$ cat config.mk
export PLATFORM = sky130hd
export DESIGN_NAME = mem_fill
export DESIGN_NICKNAME = d
export VERILOG_FILES = /design/src/rtl/mem_fill.sv
export SDC_FILE = /design/constraint.sdc
export NUM_CORES = 1
export LEC_CHECK = 0
export CORE_ASPECT_RATIO = 0.7
export CORE_MARGIN = 2
export CORE_UTILIZATION = 40
export CTS_CLUSTER_SIZE = 25
export DETAILED_ROUTE_END_ITERATION = 7
export PLACE_DENSITY = 0.7
export SYNTH_ARGS = -nofsm -noshare
export SYNTH_HDL_FRONTEND = slang
export SYNTH_SLANG_ARGS = --single-unit
$ cat constraint.sdc
create_clock -name clk -period 1.95 [get_ports clk]
set_input_delay 0.39 -clock clk [delete_from_list [all_inputs] [get_ports clk]]
set_output_delay 0.39 -clock clk [all_outputs]
set_load 0.005 [all_outputs]
$ cat src/rtl/mem_fill.sv
// mem_fill: writes a DEPTH-word pattern to memory, one word per cycle.
// Define MEM_FILL_VERIFY_EN to add a readback pass that compares every word
// against the pattern and raises a sticky err flag on any mismatch.
// Patterns, indexed by word i: 00 -> i, 01 -> fill_val, 10 -> DEPTH-1-i,
// 11 -> i ^ fill_val.
module mem_fill #(
  parameter int unsigned ADDR_W = 8,
  parameter int unsigned DATA_W = 8,
  parameter int unsigned DEPTH  = 256
) (
  input  logic              clk,
  input  logic              rst_n,
  input  logic              en,
  output logic              rdy,
  input  logic [1:0]        mode,
  input  logic [DATA_W-1:0] fill_val,
  output logic [ADDR_W-1:0] addr,
  output logic [DATA_W-1:0] wrdata,
  output logic              wren,
  input  logic [DATA_W-1:0] rddata,
  output logic              done,
  output logic              err
);

  localparam logic [ADDR_W-1:0] LAST_ADDR = ADDR_W'(DEPTH - 1);

  typedef enum logic [1:0] {
    S_IDLE   = 2'd0,
    S_FILL   = 2'd1,
    S_VERIFY = 2'd2,
    S_DRAIN  = 2'd3
  } state_t;

  state_t            r_state;
  state_t            w_state_nxt;
  logic [1:0]        r_mode;
  logic [DATA_W-1:0] r_fill_val;
  logic [ADDR_W-1:0] r_addr;
  logic [DATA_W-1:0] r_wrdata;
  logic              r_wren;
  logic              r_done;
  logic              r_rdy;
  logic [ADDR_W-1:0] w_addr_nxt;
  logic [DATA_W-1:0] w_wrdata_nxt;
  logic              w_wren_nxt;
  logic              w_done_nxt;
  logic              w_rdy_nxt;
  logic              w_accept;
  logic              w_last;
  logic [ADDR_W-1:0] w_addr_inc;

  // Pattern value for word index idx under the given mode and operand.
  function automatic logic [DATA_W-1:0] f_pattern(
    input logic [1:0]        m,
    input logic [DATA_W-1:0] fv,
    input logic [ADDR_W-1:0] idx
  );
    logic [DATA_W-1:0] v_idx;
    logic [DATA_W-1:0] v_rev;
    v_idx = DATA_W'(idx);
    v_rev = DATA_W'(LAST_ADDR - idx);
    case (m)
      2'b00:   f_pattern = v_idx;
      2'b01:   f_pattern = fv;
      2'b10:   f_pattern = v_rev;
      default: f_pattern = v_idx ^ fv;
    endcase
  endfunction

  assign w_accept   = (r_state == S_IDLE) && en;
  assign w_last     = (r_addr == LAST_ADDR);
  assign w_addr_inc = r_addr + ADDR_W'(1);

  // State register.
  always_ff @(posedge clk or negedge rst_n) begin
    if (!rst_n) begin
      r_state <= S_IDLE;
    end else begin
      r_state <= w_state_nxt;
    end
  end

  // Next-state logic; a job ends on the last address of its final pass.
  always_comb begin
    w_state_nxt = r_state;
    case (r_state)
      S_IDLE: begin
        if (en) w_state_nxt = S_FILL;
      end
      S_FILL: begin
`ifdef MEM_FILL_VERIFY_EN
        if (w_last) w_state_nxt = S_VERIFY;
`else
        if (w_last) w_state_nxt = S_IDLE;
`endif
      end
`ifdef MEM_FILL_VERIFY_EN
      S_VERIFY: begin
        if (w_last) w_state_nxt = S_DRAIN;
      end
      S_DRAIN: begin
        w_state_nxt = S_IDLE;
      end
`endif
      default: w_state_nxt = S_IDLE;
    endcase
  end

  // Next values of the registered memory-side outputs.
  always_comb begin
    w_addr_nxt   = '0;
    w_wrdata_nxt = '0;
    w_wren_nxt   = 1'b0;
    w_done_nxt   = 1'b0;
    w_rdy_nxt    = (w_state_nxt == S_IDLE);
    case (r_state)
      S_IDLE: begin
        if (en) begin
          w_wren_nxt   = 1'b1;
          w_wrdata_nxt = f_pattern(mode, fill_val, '0);
        end
      end
      S_FILL: begin
        if (!w_last) begin
          w_addr_nxt   = w_addr_inc;
          w_wren_nxt   = 1'b1;
          w_wrdata_nxt = f_pattern(r_mode, r_fill_val, w_addr_inc);
        end else begin
`ifndef MEM_FILL_VERIFY_EN
          w_done_nxt = 1'b1;
`endif
        end
      end
`ifdef MEM_FILL_VERIFY_EN
      S_VERIFY: begin
        if (!w_last) begin
          w_addr_nxt = w_addr_inc;
        end else begin
          w_done_nxt = 1'b1;
        end
      end
`endif
      default: begin
        w_addr_nxt = '0;
      end
    endcase
  end

  // Output registers; reset forces the idle bus immediately.
  always_ff @(posedge clk or negedge rst_n) begin
    if (!rst_n) begin
      r_addr   <= '0;
      r_wrdata <= '0;
      r_wren   <= 1'b0;
      r_done   <= 1'b0;
      r_rdy    <= 1'b1;
    end else begin
      r_addr   <= w_addr_nxt;
      r_wrdata <= w_wrdata_nxt;
      r_wren   <= w_wren_nxt;
      r_done   <= w_done_nxt;
      r_rdy    <= w_rdy_nxt;
    end
  end

  // Job operands are captured once at acceptance and held for the whole job.
  always_ff @(posedge clk or negedge rst_n) begin
    if (!rst_n) begin
      r_mode     <= 2'b00;
      r_fill_val <= '0;
    end else if (w_accept) begin
      r_mode     <= mode;
      r_fill_val <= fill_val;
    end
  end

  assign addr   = r_addr;
  assign wrdata = r_wrdata;
  assign wren   = r_wren;
  assign done   = r_done;
  assign rdy    = r_rdy;

`ifdef MEM_FILL_VERIFY_EN
  logic              r_cmp_vld;
  logic [ADDR_W-1:0] r_cmp_idx;
  logic              r_err;
  logic              w_mismatch;

  // Remember which address the memory is answering this cycle.
  always_ff @(posedge clk or negedge rst_n) begin
    if (!rst_n) begin
      r_cmp_vld <= 1'b0;
      r_cmp_idx <= '0;
    end else begin
      r_cmp_vld <= (r_state == S_VERIFY);
      r_cmp_idx <= r_addr;
    end
  end

  assign w_mismatch = r_cmp_vld &&
                      (rddata != f_pattern(r_mode, r_fill_val, r_cmp_idx));

  // Sticky error, cleared only by a newly accepted job.
  always_ff @(posedge clk or negedge rst_n) begin
    if (!rst_n) begin
      r_err <= 1'b0;
    end else if (w_accept) begin
      r_err <= 1'b0;
    end else if (w_mismatch) begin
      r_err <= 1'b1;
    end
  end

  // The last word's compare lands in DRAIN, the same cycle as done, so it is
  // folded in combinationally to make err valid alongside done.
  assign err = r_err | w_mismatch;
`else
  logic w_unused_rddata;
  assign w_unused_rddata = ^rddata;
  assign err = 1'b0;
`endif

endmodule

Word level (Yosys, flattened, before mapping) --
Cells that the tools add are included.
Storage, ports and cells: input bits 21, flip-flop bits (word level) 31, output and inout port bits 20
Cells by class: add/sub/neg operators 2, bitwise operators 1, multiplexer cells 15, eq/ne operators 5, reduce and logical (&&, ||, !) cells 5
Operators with widths (count):
- $mux 8 | 4
- $pmux 8 s2 | 2
- $pmux 8 s3 | 1
- $add 8x1->8 const B | 1
- $eq 8x8->1 const B | 1
- $logic_not 2->1 | 4
- $sub 8x8->8 const A | 1
- $xor 8x8->8 | 1
- $eq 2x1->1 const B | 2
- $eq 2x2->1 const B | 2
- $mux 1 | 4
- $mux 2 | 2
- $pmux 2 s2 | 1
- $pmux 1 s2 | 1
- $logic_and 1x1->1 | 1

Longest topological paths before layout --
depth after elaboration 5, mapped depth 7, mapped depth without buffers 6

Least setup slack after synthesis --
OpenSTA, ideal clock, no wires.
path kind register -> register, start register r_addr[0], in the netlist addr[0], end register r_wrdata[6], in the netlist wrdata[6], arrival 1.549 ns, library setup time 0.096 ns, data required time 1.854 ns, period minus slack after synthesis 1.644 ns, cell stages (with the launch flop) 7, path slack 0.306 ns, path buffers 0, cell sequence dfrtp_1 > ha_1 > nand3_1 > or3_1 > and2_4 > mux2i_1 > o31ai_1
Between the ends: longest elaborated chain between the ends 5
RTL lines:
- from (decl) | line 38 | logic [ADDR_W-1:0] r_addr;
- from (signal assigned) | line 158 | r_addr <= w_addr_nxt;
- $add 8x1->8 | line 72 | assign w_addr_inc = r_addr + ADDR_W'(1);
- $sub 8x8->8 or $xor 8x8->8 (tied branches) | line 61, 66
- $pmux 8 s3 | line 62 | case (m)
- $mux 8 * | line 124 | if (!w_last) begin
- $pmux 8 s2 * | line 116 | case (r_state)
- named net w_wrdata_nxt[6] | line 44 | logic [DATA_W-1:0] w_wrdata_nxt;
- to (signal assigned) | line 159 | r_wrdata <= w_wrdata_nxt;
- to (decl) | line 39 | logic [DATA_W-1:0] r_wrdata;
Mark *: on every way through the listed nets, which the timed path passes. The rest lies on a longest branch. A chain may end at the register's enable or synchronous reset.

Final worst setup path --
start register r_addr[1], in the netlist addr[1], end register r_wrdata[6], in the netlist wrdata[6]
The elaborated chain is that of the path after synthesis.

==> flow_summary.ini <==
[floorplan]
die-area_um2 = 4320
start_util_pct = 42.5
coreArea_um2 = 3580
die_y_um = 55.6
die_w_um = 77.7
ios = 41
core.rowCount = 18

[worst_setup_path]
path_cells = ha_1, nand3_1, or3_1, and2_4, mux2i_1, o31ai_1
crit_arrival_ps = 2000
slowest_stage = dfrtp_1
worst-path-buf-inv = 0
critical_path_class = flop to flop
cp_top_family = simple AND/OR/NAND/NOR gates
cp.required_ps = 2120
worst-path-max-fanout = 4
cpPeakStageDelay_ps = 400
startpoint_type = flop
rrSetupSlack_ps = 120
crit_path_end_kind = flop

[placement]
place_ws_ps = 157
place_congestion = 0.800
io_buffers = 31
dp_hpwl_um = 2370

[power]
total_leakage_power_nw = 0.899
powerDensity_nw_per_um2 = 796
irDropWorstVdd_uv = 502

[timing]
finalSetupViolations = 0
max_freq_mhz = 546
maxSlewViolCount = 0
fin_ws_ps = 118
relSlewSlack_pct = 61.2
fin_tns_setup_ps = 0
rsz0062_at_grt = no
fin_crit_ps = 1830
worst_pin_slew_ps = 581
fin_skew_ps = 2.71
finalHoldViolCount = 0
fin_crit_sh_pct = 94.0

[clock_network]
clk_path_buf_depth = 2
cts_sinks = 31
h-tree-depth = 2
cts-root-buf = clkbuf_8
clock_latency_ps = 280
cts_tree = yes
clk_pin_slew_ps = 60
cts_buffers = 5
holdBufCountCts = 0
cts_resized = 0
cts_setup_buffers = 0

[synthesis]
synth_most_common_cell = nand2_1
ys_ff_latch = 31
yosys_warnings = 0
ys_types = 32
synth_top_area_share_pct = 49.4
synth.avg_cell_area_um2 = 8.94
synthArstFlopShare_pct = 100
yosys.area.top_type = dfrtp_1
synthCells = 170
syn_area_um2 = 1520
synth_common_cells = nand2_1 (42), dfrtp_1 (30), a21oi_1 (14), nor2_1 (12), nand2b_1 (10)
seq_area_frac_synth_pct = 51.1
synth.area.top_cells = dfrtp_1 (49%), nand2_1 (10%), a21oi_1 (4.6%)
synth_edf_count = 0
ys.flop_type = dfrtp_1

[route]
wl_per_cell_um = 12.9
drc = 0
antenna_left = 0
postRouteWirelength_um = 3310
viasPerCell = 4.94
initialDrtViolationCount = 76
dr.pass1.iters = 5
vias = 1265

[flow_run]
drv_cap = 0

[cells_and_area]
synthToLayoutAreaGrowth_pct = 30.0
diodes = 0
nets = 227
fill_cells = 314
drive_gt1_share_pct = 8.25

[global_route]
grt_max_degree = 32
overflow = 0
antenna_found_initial = 0
grt_usage_pct = 16.4
grt_pass1_vias = 1125
grt_pass1_wl_um = 5380

[min_path]
hp-class = flop to flop

[outcome]
status = completed
==> flip-flops by register name, indices dropped and copies added, names as in the netlist <==
name and flops:
addr 8, done 1, r_fill_val 8, r_mode 2, r_state 2, rdy 1
wrdata 8, wren 1
==> per-stage QoR <==
step	power, mW	cells	hold slack (ps)	area, µm²	utilization, %
global placement	1.09	248	433	1890	52.9
floorplan	0.969	171	94.4	1520	-
detailed placement	1.11	248	445	1890	52.9
global route	1.66	256	475	1980	55.2
CTS	1.59	256	454	1980	55.2
finish	1.57	256	454	1980	55.2
==> final timing paths <==
kind / to / cells after the start / startpoint
worst min-delay path: done$_DFF_PN0_ / 1 / r_state[1]$_DFF_PN0_
worst max register to register: wrdata[6]$_DFF_PN0_ / 6 / addr[1]$_DFF_PN0_
max in group asynchronous: rdy$_DFF_PN1_ / 2 / rst_n
worst max-delay path: wrdata[6]$_DFF_PN0_ / 6 / addr[1]$_DFF_PN0_
min in group asynchronous: addr[4]$_DFF_PN0_ / 2 / rst_n
worst min register to register: done$_DFF_PN0_ / 1 / r_state[1]$_DFF_PN0_
==> logic make-up (layout without fill, tap and decap cells) <==
logic type               after synthesis  in the layout  share of synthesized area [%]
AO/OA/AOI/OAI                         30             30                           11.8
adder cells (fa/ha/maj)                1              1                          0.823
multiplexers                           4              4                           2.63
buffers and inverters                 13             48                           3.62
AND/OR/NAND/NOR                       85             85                           26.4
XOR/XNOR                               5              5                           3.38
flip-flops                            31             31                           51.1
other                                  1              2                          0.247
==> metal layers <==
| layer | track usage (%) | routed length (µm) | vias to the layer above |
|---|---|---|---|
| met5 | 0 | 0 | - |
| met4 | 8.16 | 43 | 0 |
| met3 | 5.36 | 229 | 5 |
| met2 | 23.3 | 1420 | 41 |
| met1 | 22.6 | 1620 | 583 |
| li1 | - | - | 636 |
==> cells in the final DEF, fill, tap and decap left out, drive strengths merged, types with 5 or more instances in the layout <==
master / count
a21oi: 14
buf: 5
clkbuf: 7
clkdlybuf4s50: 31
dfrtp: 30
nand2: 42
nand2b: 10
nand3: 7
nor2: 13
o21ai: 6
o32ai: 5
==> cell type report <==
class                           count  area [µm²]  area share, %
Sequential cell                    31         777           39.3
Multi-Input combinational cell    127         692           35.0
Timing Repair Buffer               36         348           17.6
Clock buffer                        7        76.3           3.86
Tap cell                           50        62.6           3.17
Inverter                            4        15.0          0.760
Clock inverter                      1        5.00          0.253
==> power by group <==
group	switching (mW)	internal [mW]	total [mW]
clock	0.229	0.250	0.478
sequential	0.0554	0.712	0.767
combinational	0.162	0.164	0.327
total	0.446	1.13	1.57
Power figures use the tool's default switching activity.
